## config.mk

```make
export PLATFORM = sky130hd
export DESIGN_NAME = y86_ins_encoder_flat
export DESIGN_NICKNAME = d
export VERILOG_FILES = /design/src/rtl/y86_ins_encoder_if.sv /design/src/rtl/y86_ins_encoder.sv /design/src/flat_wrapper.sv
export SDC_FILE = /design/constraint.sdc
export NUM_CORES = 1
export LEC_CHECK = 0
export CORE_MARGIN = 1.5
export CORE_UTILIZATION = 52
export CTS_BUF_LIST = sky130_fd_sc_hd__clkbuf_16
export DETAILED_ROUTE_END_ITERATION = 10
export PLACE_DENSITY = 0.79
export RECOVER_POWER = 25
export SLEW_MARGIN = 20
export SYNTH_ARGS = -nofsm -noshare
export SYNTH_HDL_FRONTEND = slang
export SYNTH_SLANG_ARGS = --single-unit
```

## constraint.sdc

```tcl
create_clock -name clock -period 5.4 [get_ports clock]
set_input_delay 0.81 -clock clock [delete_from_list [all_inputs] [get_ports clock]]
set_output_delay 0.81 -clock clock [all_outputs]
set_load 0.02 [all_outputs]
```

## src/rtl/y86_ins_encoder_if.sv

```systemverilog
`default_nettype none
// ============================================================================
//  Module      : y86_ins_encoder_if
//  Description : Handshake and byte-write bus for the Y86 instruction encoder.
//                Groups the decoded-instruction input handshake with the
//                byte-wide instruction-memory write port.
//                  in_valid/in_ready      instruction handshake
//                  in_icode/in_ifun       instruction and function codes
//                  in_rA/in_rB            register fields
//                  in_valC                constant / displacement / target
//                  mem_we/mem_addr/mem_data  registered byte write port
//                modport master : instruction producer and memory sink
//                modport slave  : the encoder
//  Revision    : 1.0 - initial release
// ============================================================================
interface y86_ins_encoder_if #(
  parameter int ADDR_W = 64
) ();

  logic              in_valid;
  logic              in_ready;
  logic [3:0]        in_icode;
  logic [3:0]        in_ifun;
  logic [3:0]        in_rA;
  logic [3:0]        in_rB;
  logic [63:0]       in_valC;
  logic              mem_we;
  logic [ADDR_W-1:0] mem_addr;
  logic [7:0]        mem_data;

  modport master (
    output in_valid, in_icode, in_ifun, in_rA, in_rB, in_valC,
    input  in_ready, mem_we, mem_addr, mem_data
  );

  modport slave (
    input  in_valid, in_icode, in_ifun, in_rA, in_rB, in_valC,
    output in_ready, mem_we, mem_addr, mem_data
  );

endinterface
`default_nettype wire

```

## src/rtl/y86_ins_encoder.sv

```systemverilog
`default_nettype none
// ============================================================================
//  Module      : y86_ins_encoder
//  Description : Serialises one decoded Y86 instruction per handshake into
//                the byte encoding read back by the fetch stage, writing one
//                byte per clock into instruction memory. A write pointer
//                advances past every encoded instruction.
//  Ports       : clock        rising-edge clock
//                reset_n      asynchronous active-low reset
//                base_load    load write pointer from base_addr (IDLE only)
//                base_addr    new write-pointer value
//                bus          y86_ins_encoder_if.slave (handshake + byte port)
//                next_addr    current write pointer
//                busy         multi-byte emission in progress
//                err_icode    sticky: instruction rejected as invalid
//                err_overflow sticky: encoding would run past MEM_SIZE-1
//  Options     : REG_CHECK_EN - when defined, an instruction whose required
//                register field is 4'hF is rejected like an invalid icode.
//  Revision    : 1.0 - initial release
// ============================================================================
module y86_ins_encoder #(
  parameter int MEM_SIZE = 128,
  parameter int ADDR_W   = 64
) (
  input  logic              clock,
  input  logic              reset_n,
  input  logic              base_load,
  input  logic [ADDR_W-1:0] base_addr,
  y86_ins_encoder_if.slave  bus,
  output logic [ADDR_W-1:0] next_addr,
  output logic              busy,
  output logic              err_icode,
  output logic              err_overflow
);

  typedef enum logic [0:0] {
    ST_IDLE = 1'b0,
    ST_EMIT = 1'b1
  } state_t;

  // Limit held one bit wider than the pointer so pointer+len cannot wrap.
  localparam logic [ADDR_W:0] C_MEM_LIMIT = (ADDR_W+1)'(MEM_SIZE);

  state_t            state_q;
  logic [ADDR_W-1:0] next_addr_q;
  logic              mem_we_q;
  logic [ADDR_W-1:0] mem_addr_q;
  logic [7:0]        mem_data_q;
  logic [71:0]       tail_q;      // bytes 1..len-1, lowest byte emitted next
  logic [3:0]        rem_q;       // bytes still to emit in EMIT
  logic              err_icode_q;
  logic              err_ovf_q;

  logic [3:0]        len_d;
  logic [71:0]       tail_d;
  logic              fields_ok;
  logic              overflow;
  logic [ADDR_W:0]   end_addr;
  logic              ready;

  // --------------------------------------------------------------------------
  // Encoding length and field validity
  // --------------------------------------------------------------------------
  always_comb begin
    len_d = 4'd0;
    case (bus.in_icode)
      4'h0, 4'h1, 4'h9:       len_d = 4'd1;
      4'h2, 4'h6, 4'hA, 4'hB: len_d = 4'd2;
      4'h3, 4'h4, 4'h5:       len_d = 4'd10;
      4'h7, 4'h8:             len_d = 4'd9;
      default:                len_d = 4'd0;
    endcase
  end

`ifdef REG_CHECK_EN
  logic need_ra;
  logic need_rb;

  always_comb begin
    need_ra = 1'b0;
    need_rb = 1'b0;
    case (bus.in_icode)
      4'h2, 4'h4, 4'h5, 4'h6: begin
        need_ra = 1'b1;
        need_rb = 1'b1;
      end
      4'h3:       need_rb = 1'b1;
      4'hA, 4'hB: need_ra = 1'b1;
      default: begin
        need_ra = 1'b0;
        need_rb = 1'b0;
      end
    endcase
  end

  assign fields_ok = (len_d != 4'd0)
                   && !(need_ra && (bus.in_rA == 4'hF))
                   && !(need_rb && (bus.in_rB == 4'hF));
`else
  assign fields_ok = (len_d != 4'd0);
`endif

  assign end_addr = {1'b0, next_addr_q} + {{(ADDR_W-3){1'b0}}, len_d};
  assign overflow = (end_addr > C_MEM_LIMIT);

  // Bytes following byte 0, packed little-end first so EMIT just shifts.
  always_comb begin
    tail_d = 72'd0;
    case (len_d)
      4'd2:    tail_d = {64'd0, bus.in_rA, bus.in_rB};
      4'd10:   tail_d = {bus.in_valC, bus.in_rA, bus.in_rB};
      4'd9:    tail_d = {8'd0, bus.in_valC};
      default: tail_d = 72'd0;
    endcase
  end

  assign ready = (state_q == ST_IDLE) && !base_load;

  // --------------------------------------------------------------------------
  // Controller and registered write port
  // --------------------------------------------------------------------------
  always_ff @(posedge clock or negedge reset_n) begin
    if (!reset_n) begin
      state_q     <= ST_IDLE;
      next_addr_q <= '0;
      mem_we_q    <= 1'b0;
      mem_addr_q  <= '0;
      mem_data_q  <= 8'd0;
      tail_q      <= 72'd0;
      rem_q       <= 4'd0;
      err_icode_q <= 1'b0;
      err_ovf_q   <= 1'b0;
    end else begin
      case (state_q)
        ST_IDLE: begin
          mem_we_q <= 1'b0;
          if (base_load) begin
            next_addr_q <= base_addr;
          end else if (bus.in_valid) begin
            // Rejected instructions are still consumed; pointer is untouched.
            if (!fields_ok) begin
              err_icode_q <= 1'b1;
            end else if (overflow) begin
              err_ovf_q <= 1'b1;
            end else begin
              mem_we_q    <= 1'b1;
              mem_addr_q  <= next_addr_q;
              mem_data_q  <= {bus.in_icode, bus.in_ifun};
              next_addr_q <= next_addr_q + ADDR_W'(1);
              tail_q      <= tail_d;
              rem_q       <= len_d - 4'd1;
              if (len_d != 4'd1) begin
                state_q <= ST_EMIT;
              end
            end
          end
        end
        ST_EMIT: begin
          mem_we_q    <= 1'b1;
          mem_addr_q  <= next_addr_q;
          mem_data_q  <= tail_q[7:0];
          tail_q      <= {8'd0, tail_q[71:8]};
          next_addr_q <= next_addr_q + ADDR_W'(1);
          rem_q       <= rem_q - 4'd1;
          if (rem_q == 4'd1) begin
            state_q <= ST_IDLE;
          end
        end
        default: state_q <= ST_IDLE;
      endcase
    end
  end

  assign bus.in_ready = ready;
  assign bus.mem_we   = mem_we_q;
  assign bus.mem_addr = mem_addr_q;
  assign bus.mem_data = mem_data_q;
  assign next_addr    = next_addr_q;
  assign busy         = (state_q == ST_EMIT);
  assign err_icode    = err_icode_q;
  assign err_overflow = err_ovf_q;

endmodule
`default_nettype wire
```

## src/flat_wrapper.sv

```systemverilog
// flat-port wrapper written by rule: the top's interface ports become plain ports
module y86_ins_encoder_flat 
#(
  parameter int MEM_SIZE = 128,
  parameter int ADDR_W   = 64
)
  (clock, reset_n, base_load, base_addr, next_addr, busy, err_icode, err_overflow, bus_in_valid, bus_in_icode, bus_in_ifun, bus_in_rA, bus_in_rB, bus_in_valC, bus_in_ready, bus_mem_we, bus_mem_addr, bus_mem_data);
  y86_ins_encoder_if #(.ADDR_W(ADDR_W)) bus_i ();
  input  logic clock;
  input  logic reset_n;
  input  logic base_load;
  input  logic [ADDR_W-1:0] base_addr;
  output logic [ADDR_W-1:0] next_addr;
  output logic busy;
  output logic err_icode;
  output logic err_overflow;
  input wire logic [$bits(bus_i.in_valid)-1:0] bus_in_valid;
  input wire logic [$bits(bus_i.in_icode)-1:0] bus_in_icode;
  input wire logic [$bits(bus_i.in_ifun)-1:0] bus_in_ifun;
  input wire logic [$bits(bus_i.in_rA)-1:0] bus_in_rA;
  input wire logic [$bits(bus_i.in_rB)-1:0] bus_in_rB;
  input wire logic [$bits(bus_i.in_valC)-1:0] bus_in_valC;
  output wire logic [$bits(bus_i.in_ready)-1:0] bus_in_ready;
  output wire logic [$bits(bus_i.mem_we)-1:0] bus_mem_we;
  output wire logic [$bits(bus_i.mem_addr)-1:0] bus_mem_addr;
  output wire logic [$bits(bus_i.mem_data)-1:0] bus_mem_data;
  assign bus_i.in_valid = bus_in_valid;
  assign bus_i.in_icode = bus_in_icode;
  assign bus_i.in_ifun = bus_in_ifun;
  assign bus_i.in_rA = bus_in_rA;
  assign bus_i.in_rB = bus_in_rB;
  assign bus_i.in_valC = bus_in_valC;
  assign bus_in_ready = bus_i.in_ready;
  assign bus_mem_we = bus_i.mem_we;
  assign bus_mem_addr = bus_i.mem_addr;
  assign bus_mem_data = bus_i.mem_data;
  y86_ins_encoder #(.MEM_SIZE(MEM_SIZE), .ADDR_W(ADDR_W)) u_core (.clock(clock), .reset_n(reset_n), .base_load(base_load), .base_addr(base_addr), .bus(bus_i), .next_addr(next_addr), .busy(busy), .err_icode(err_icode), .err_overflow(err_overflow));
endmodule
```

### Yosys cells after proc, flatten, opt, wreduce, memory -nomap -nowiden

Memory sizes are Yosys's and may differ from the RTL's.
Index checks and enable logic that the tools add are counted.
Widths: inputs -> output; s select.

* input bits: 148
* register bits: 216
* memories kept: 1
* output and inout bits: 141
* ROM bits: 48
* word-level logic and storage cells: 75

Memories
* (no name shown): words 16, width 3, read ports 1, clocked after memory_dff 0, wr ports 0, line y86_ins_encoder.sv:66 `case (bus.in_icode)`

* order comparisons: 1
* reduce and logical (&&, ||, !) cells: 7
* multiplexer cells: 38
* $add $sub $neg: 4
* bitwise gates (word level): 3
* equal/unequal tests: 12

Operators by type and width (number)
* $mux 64: 8
* $mux 72: 4
* $pmux 64 s2: 2
* $pmux 72 s3: 1
* $pmux 72 s2: 1
* $add 64x4->65: 1
* $gt 65x8->1 const B: 1
* $add 64x1->64 const B: 1
* $mux 8: 4
* $mux 4: 4
* $pmux 8 s2: 1
* $mux 1: 10
* $eq 4x4->1 const B: 2
* $pmux 4 s2: 1
* $reduce_and 4->1: 2
* $sub 4x1->4 const B: 2
* $ne 2x2->1 const B: 3
* $ne 3x3->1 const B: 2
* $reduce_and 5->1: 1
* $eq 4x1->1 const B: 1
* $eq 4x2->1 const B: 1
* $ne 4x1->1 const B: 1
* $pmux 1 s2: 2
* $reduce_bool 4->1: 1
* other kinds (6): 8

### Longest topological paths before layout

An unclocked memory read counts as a cell.

* depth in word-level cells: 8
* gate-level depth with buffers: 20

### Worst setup path before layout

Ideal clock, no wire load.

* path kind: input port to flip-flop
* from: in bus_in_icode[3]
* to: reg u_core.tail_q[55]
* data arrival time: 5.262 ns
* setup slack: 0.004 ns
* stages: 18
* library setup time: 0.135 ns
* data required time: 5.265 ns
* path through: nand2b_1 o22ai_1 ha_1 inv_1 fa_1 and3b_1 clkbuf_1 o211ai_1 nor2_1 and3_1 mux2_2 or4_1 or4_4 or4_1 buf_2 buf_2 a22oi_1 o21ai_0

* cells in the longest elaborated chain, start to end: 8
* elaborated cells on any way between the ends: 16

Ends and longest elaborated chain
* from (decl): line flat_wrapper.sv:18 `input wire logic [$bits(bus_i.in_icode)-1:0] bus_in_icode;`
* $mem_v2 16x3 (*)
* parallel branches: the longest is 7 deep, another holds $add 64x4->65
* to (signal assigned): line y86_ins_encoder.sv:150 `tail_q <= tail_d;`
* to (signal assigned): line y86_ins_encoder.sv:162 `tail_q <= {8'd0, tail_q[71:8]};`
* to (decl): line y86_ins_encoder.sv:49 `logic [71:0] tail_q;`

Mark *: on every way between the ends. The select of a mux whose other input is x is not followed.
A chain may end at the register's enable or synchronous reset.

### Final worst setup path

* from: in bus_in_icode[2]
* to: reg u_core.mem_addr_q[60] (netlist: u_core.bus.mem_addr[60])

* cells in the longest elaborated chain, start to end: 5
* elaborated cells on any way between the ends: 7

Ends and longest elaborated chain
* $mem_v2 16x3 (*)
* $add 64x4->65: line y86_ins_encoder.sv:103 `assign end_addr = {1'b0, next_addr_q} + {{(ADDR_W-3){1'b0}}, len_d};`
* $gt 65x8->1: line y86_ins_encoder.sv:104 `assign overflow = (end_addr > C_MEM_LIMIT);`
* $ne 2x2->1 (no line)
* $reduce_and 4->1 (no line) (*)
* to (signal assigned): line y86_ins_encoder.sv:147 `mem_addr_q <= next_addr_q;`
* to (signal assigned): line y86_ins_encoder.sv:160 `mem_addr_q <= next_addr_q;`
* to (decl): line y86_ins_encoder.sv:47 `logic [ADDR_W-1:0] mem_addr_q;`

Every way passes the cells marked *; elsewhere a longest branch is shown, timed or not.

==> reports/qor.csv <==
stage,metric,value,unit
run_status,violated checks,"max-capacitance violations, max-slew violations",
logic_synthesis,multiplexer share of the synthesized area,8.009,%
timing,Setup TNS,0,ns
min_path,Hold Path End,u_core.err_icode,
logic_synthesis,xor and xnor area share after synthesis,1.974,%
logic_synthesis,Post-Synth Simple-Gate Area,21.89,%
placed_design,RD Place Congestion,0.9933,
die,die area,0.02657,sq mm
logic_synthesis,share of synthesized registers carrying an async set or reset,100.0,%
clock_network,CTS Sinks,216,
clock_network,insertion delay to the later sink of the worst-skew pair,0.54,ns
power,ratio of total power to cell area,257.8,mW/mm^2
worst_setup_path,FF-to-FF Start,u_core.next_addr[0],
worst_setup_path,end of the worst register-to-register path,u_core.bus.mem_addr[60],
global_routing,maximum number of pins on one net before global-route repair,122,
finish,synth-to-layout area growth,37.64,%
timing,maximum clock frequency,0.1888,GHz
route,iteration-0 DRC count of the detailed router,1857,
timing,Fin Clk Skew,0.01427,ns
clock_network,clock root buffer master,sky130_fd_sc_hd__clkbuf_16,
run,count of maximum capacitance violations,1,
worst_setup_path,number of stages on the worst setup path,20,
timing,slew margin rel.,-194.9,%
placed_design,number of placed cells counting well taps,2102,
placed_design,number of input and output port buffers inserted,288,
min_path,Hold Path Origin,u_core.err_icode,
worst_setup_path,flop-to-flop setup slack,0.46,ns
worst_setup_path,path type of the worst setup path,input port to flip-flop,
worst_setup_path,largest delay contributor family on the critical path,simple AND/OR/NAND/NOR gates,
timing,crit share post-route,98.08,%
min_path,Cells on Worst Hold Path,1,
route,DRC errors left,0,
finish,"Net count, final",1976,
global_routing,first-pass GRT wire length,80900,um
route,via count,14230,
die,die width,163.0,um
worst_setup_path,Critical Path Source Type,input port,
worst_setup_path,worst reg-to-reg path cell count,17,
clock_network,clock transition time at the flip-flop clock pins of the worst setup and hold paths,0.07,ns
finish,register cell area after layout,0.005409,sq mm
die,area inside the core boundary,0.02518,sq mm
finish,number of fill cells in the layout,1876,
worst_setup_path,data arrival time of the critical path,5.71,ns
route,number of vias per cell after detailed routing,6.570,
logic_synthesis,compound-gate portion of the synthesized area,21.51,%
clock_network,TritonCTS clock tree,built,
logic_synthesis,cells taking the most area after synthesis,"sky130_fd_sc_hd__dfrtp_1 41%, sky130_fd_sc_hd__a22oi_1 6.7%, sky130_fd_sc_hd__mux2_2 5.8%",
finish,fraction of final layout cells sized beyond drive strength 1,15.80,%
logic_synthesis,total number of yosys warnings,0,
logic_synthesis,net count after synthesis,1669,
worst_setup_path,critical path required time,5.82,ns
timing,Final Hold Viols,0,
logic_synthesis,count of cell types in the netlist,67,
logic_synthesis,combinational family with the most area after synthesis,simple AND/OR/NAND/NOR gates,
worst_setup_path,maximum fanout encountered on the critical timing path,7,
die,DIE HEIGHT,163.0,um
route,final wirelength,53570,um
clock_network,CTS Buffer Depth,3,
power,VDD IR max,227.9,uV
logic_synthesis,sequential share of the synthesized area,40.61,%
finish,number of non-filler instances in the completed layout,2166,
global_routing,Overall Global Routing Usage,39.87,%
worst_setup_path,element type at the critical path end,flip-flop,
logic_synthesis,"arithmetic-cell share of the synthesized area counting full adders, half adders and majority gates",1.090,%
timing,min Tclk post-route,5.296,ns
clock_network,maximum level of the CTS H-tree,1,
finish,utilization after layout,72.75,%
power,total chip power,0.004723,W
power,leakage power,7.246,nW
run_status,outcome,"finished, violations left",
die,number of rows created at floorplan,58,
worst_setup_path,worst path bufs/invs,6,
logic_synthesis,most area-hungry cell type in the Yosys netlist,sky130_fd_sc_hd__dfrtp_1,
worst_setup_path,cell with the largest stage delay on the worst path,sky130_fd_sc_hd__or4_4,
timing,Slew Limit Fails,92,
global_routing,total gr overflow,0,
clock_network,clock buffers created by TritonCTS,24,
timing,transition time at the pin with the least slew margin,4.424,ns
logic_synthesis,Mean Syn Cell Area,8.815,sq um
global_routing,via count of the first global-routing pass,13720,
logic_synthesis,share of Yosys cell area claimed by the top area cell type,40.61,%
finish,combined area of the multi-input logic cells,0.007461,sq mm
logic_synthesis,"Primary FF master, synth",sky130_fd_sc_hd__dfrtp_1,
timing,final setup vio count,0,
die,number of top-level design ports,289,
min_path,class of the most critical hold timing path,flip-flop to flip-flop,
logic_synthesis,total of flip-flops plus latches after synthesis,216,
logic_synthesis,gate count of the mapped netlist,1510,
logic_synthesis,synthesized area,0.01331,sq mm
worst_setup_path,Critical Path Max Stage Delay,0.58,ns
route,Routed wire per std cell,24.73,um
route,number of optimization iterations in the first detailed-route pass,6,
global_routing,initial antenna violation count,1,
logic_synthesis,number of enable flip-flop cells after synthesis,0,
die,Starting Density,52.86,%
route,"antenna viol nets, final",0,
placed_design,final HPWL from detailed placement,36600,um
worst_setup_path,CP Cell Sequence,clkbuf_2 > nand2b_4 > a21boi_4 > o22a_1 > inv_2 > ha_4 > a21oi_2 > buf_4 > or4_4 > or4b_4 > nand3_2 > nand4_1 > or4_1 > or4_4 > buf_6 > nor4b_4 > buf_6 > nor2_4 > clkbuf_16 > mux2_2,
## cell families after synthesis
family,Yosys count
flip-flops,216
XOR/XNOR,30
AO/OA/AOI/OAI,446
AND/OR/NAND/NOR,542
multiplexers,98
buffers and inverters,167
adder cells (fa/ha/maj),11
## power by group
group,switching (W),internal (W)
Combinational,0.000643,0.000556
Sequential,0.000202,0.00172
Clock,0.000716,0.000882
Total,0.00156,0.00316
## stage by stage
| step | setup WS (ns) | instance area [sq um] | hold slack [ns] |
|---|---|---|---|
| after floorplan | 0.003925 | 13310 | 0.4455 |
| after global placement | -0.9812 | 17030 | 0.4499 |
| after detailed placement | -0.9989 | 17030 | 0.4590 |
| after CTS | 0.002390 | 18200 | 0.3174 |
| after global routing | -0.02454 | 18320 | 0.5039 |
| final | 0.1039 | 18320 | 0.4700 |
## worst max-delay path by stage
| stage | startpoint | endpoint |
|---|---|---|
| after floorplan | bus_in_icode[3] | u_core.tail_q[55] |
| after global routing | bus_in_icode[3] | u_core.bus.mem_addr[60] |
| final | bus_in_icode[2] | u_core.bus.mem_addr[60] |
| after global placement | bus_in_icode[1] | u_core.tail_q[22] |
| after detailed placement | bus_in_icode[1] | u_core.tail_q[15] |
| after CTS | bus_in_icode[3] | u_core.bus.mem_addr[54] |
## placed cells by master (no fill, tap or decap), types with 6 or more instances in the layout
| master | n |
|---|---|
| sky130_fd_sc_hd__o21ai_0 | 133 |
| sky130_fd_sc_hd__ha_1 | 8 |
| sky130_fd_sc_hd__nor3_1 | 48 |
| sky130_fd_sc_hd__a31oi_1 | 12 |
| sky130_fd_sc_hd__buf_6 | 6 |
| sky130_fd_sc_hd__or2_2 | 6 |
| sky130_fd_sc_hd__mux2_2 | 68 |
| sky130_fd_sc_hd__o211ai_1 | 11 |
| sky130_fd_sc_hd__nand4_1 | 57 |
| sky130_fd_sc_hd__dfrtp_1 | 215 |
| sky130_fd_sc_hd__o21ai_1 | 6 |
| sky130_fd_sc_hd__nor2_1 | 107 |
| sky130_fd_sc_hd__nand2_1 | 93 |
| sky130_fd_sc_hd__o22a_1 | 16 |
| sky130_fd_sc_hd__clkbuf_16 | 27 |
| sky130_fd_sc_hd__a22oi_1 | 118 |
| sky130_fd_sc_hd__nand3_1 | 33 |
| sky130_fd_sc_hd__and3_1 | 22 |
| sky130_fd_sc_hd__nor2b_1 | 59 |
| sky130_fd_sc_hd__clkinv_1 | 8 |
| sky130_fd_sc_hd__xor2_1 | 18 |
| sky130_fd_sc_hd__nor4_1 | 32 |
| sky130_fd_sc_hd__a22o_1 | 16 |
| sky130_fd_sc_hd__buf_16 | 8 |
| sky130_fd_sc_hd__buf_12 | 6 |
| sky130_fd_sc_hd__or3_1 | 15 |
| sky130_fd_sc_hd__clkdlybuf4s50_1 | 283 |
| sky130_fd_sc_hd__or4_1 | 11 |
| sky130_fd_sc_hd__buf_4 | 113 |
| sky130_fd_sc_hd__xnor2_1 | 10 |
| sky130_fd_sc_hd__o221ai_1 | 8 |
| sky130_fd_sc_hd__inv_1 | 26 |
| sky130_fd_sc_hd__mux2i_1 | 29 |
| sky130_fd_sc_hd__and4_1 | 13 |
| sky130_fd_sc_hd__a21oi_1 | 80 |
| sky130_fd_sc_hd__a211oi_1 | 7 |
## metal layers
| layer | up-vias | routed length (um) | GRT usage (%) |
|---|---|---|---|
| li1 | 6240 | - | - |
| met4 | 0 | 2635 | 19.52 |
| met1 | 6911 | 20470 | 51.33 |
| met2 | 907 | 25300 | 64.53 |
| met3 | 173 | 5166 | 7.487 |
| met5 | - | 0 | 0 |
## Yosys cell counts, drive strengths merged (20+ instances only)
library cell  number
nand2             94
inv               22
a21oi             82
and3              22
buf               23
dfrtp            216
o21ai            139
nand4             57
xor2              20
nor3              50
mux2i             30
nand3             35
nor4              33
a22oi            118
clkbuf           122
nor2b             60
mux2              68
nor2             110
## worst register-to-register path, delay by kind of cell, from the launching register on
| kind | cells | cell delay (ns) |
|---|---|---|
| AND/OR/NAND/NOR | 7 | 2.39 |
| buffers and inverters | 5 | 0.81 |
| adder cells (fa/ha/maj) | 2 | 0.59 |
| flip-flops | 1 | 0.43 |
| multiplexers | 1 | 0.30 |
| AO/OA/AOI/OAI | 1 | 0.15 |
| XOR/XNOR | 1 | 0.15 |
## repair_timing
action	4_1_cts	5_1_grt
gates resized for setup	41	22
hold buffers	0	0
gates cloned	10	2
pin swaps	9	9
endpoints found under the setup margin	209	165
buffers inserted	4	3
## sequential cells by signal, summed over array words and instances (netlist names)
register,count
u_core.tail_q,72
u_core.bus.mem_we,1
u_core.busy,1
u_core.bus.mem_data,8
u_core.bus.mem_addr,64
u_core.rem_q,4
u_core.err_overflow,1
u_core.err_icode,1
u_core.next_addr,64
## final cells by class
cell class | instances | area share, %
Multi-Input combinational cell | 1128 | 40.73
Timing Repair Buffer | 425 | 23.02
Tap cell | 330 | 2.254
Inverter | 22 | 0.4508
Clock inverter | 19 | 0.6010
Sequential cell | 216 | 29.52
Clock buffer | 25 | 3.415
Antenna cell | 1 | 0.01366
No activity file was read; power rests on OpenSTA's default activity.
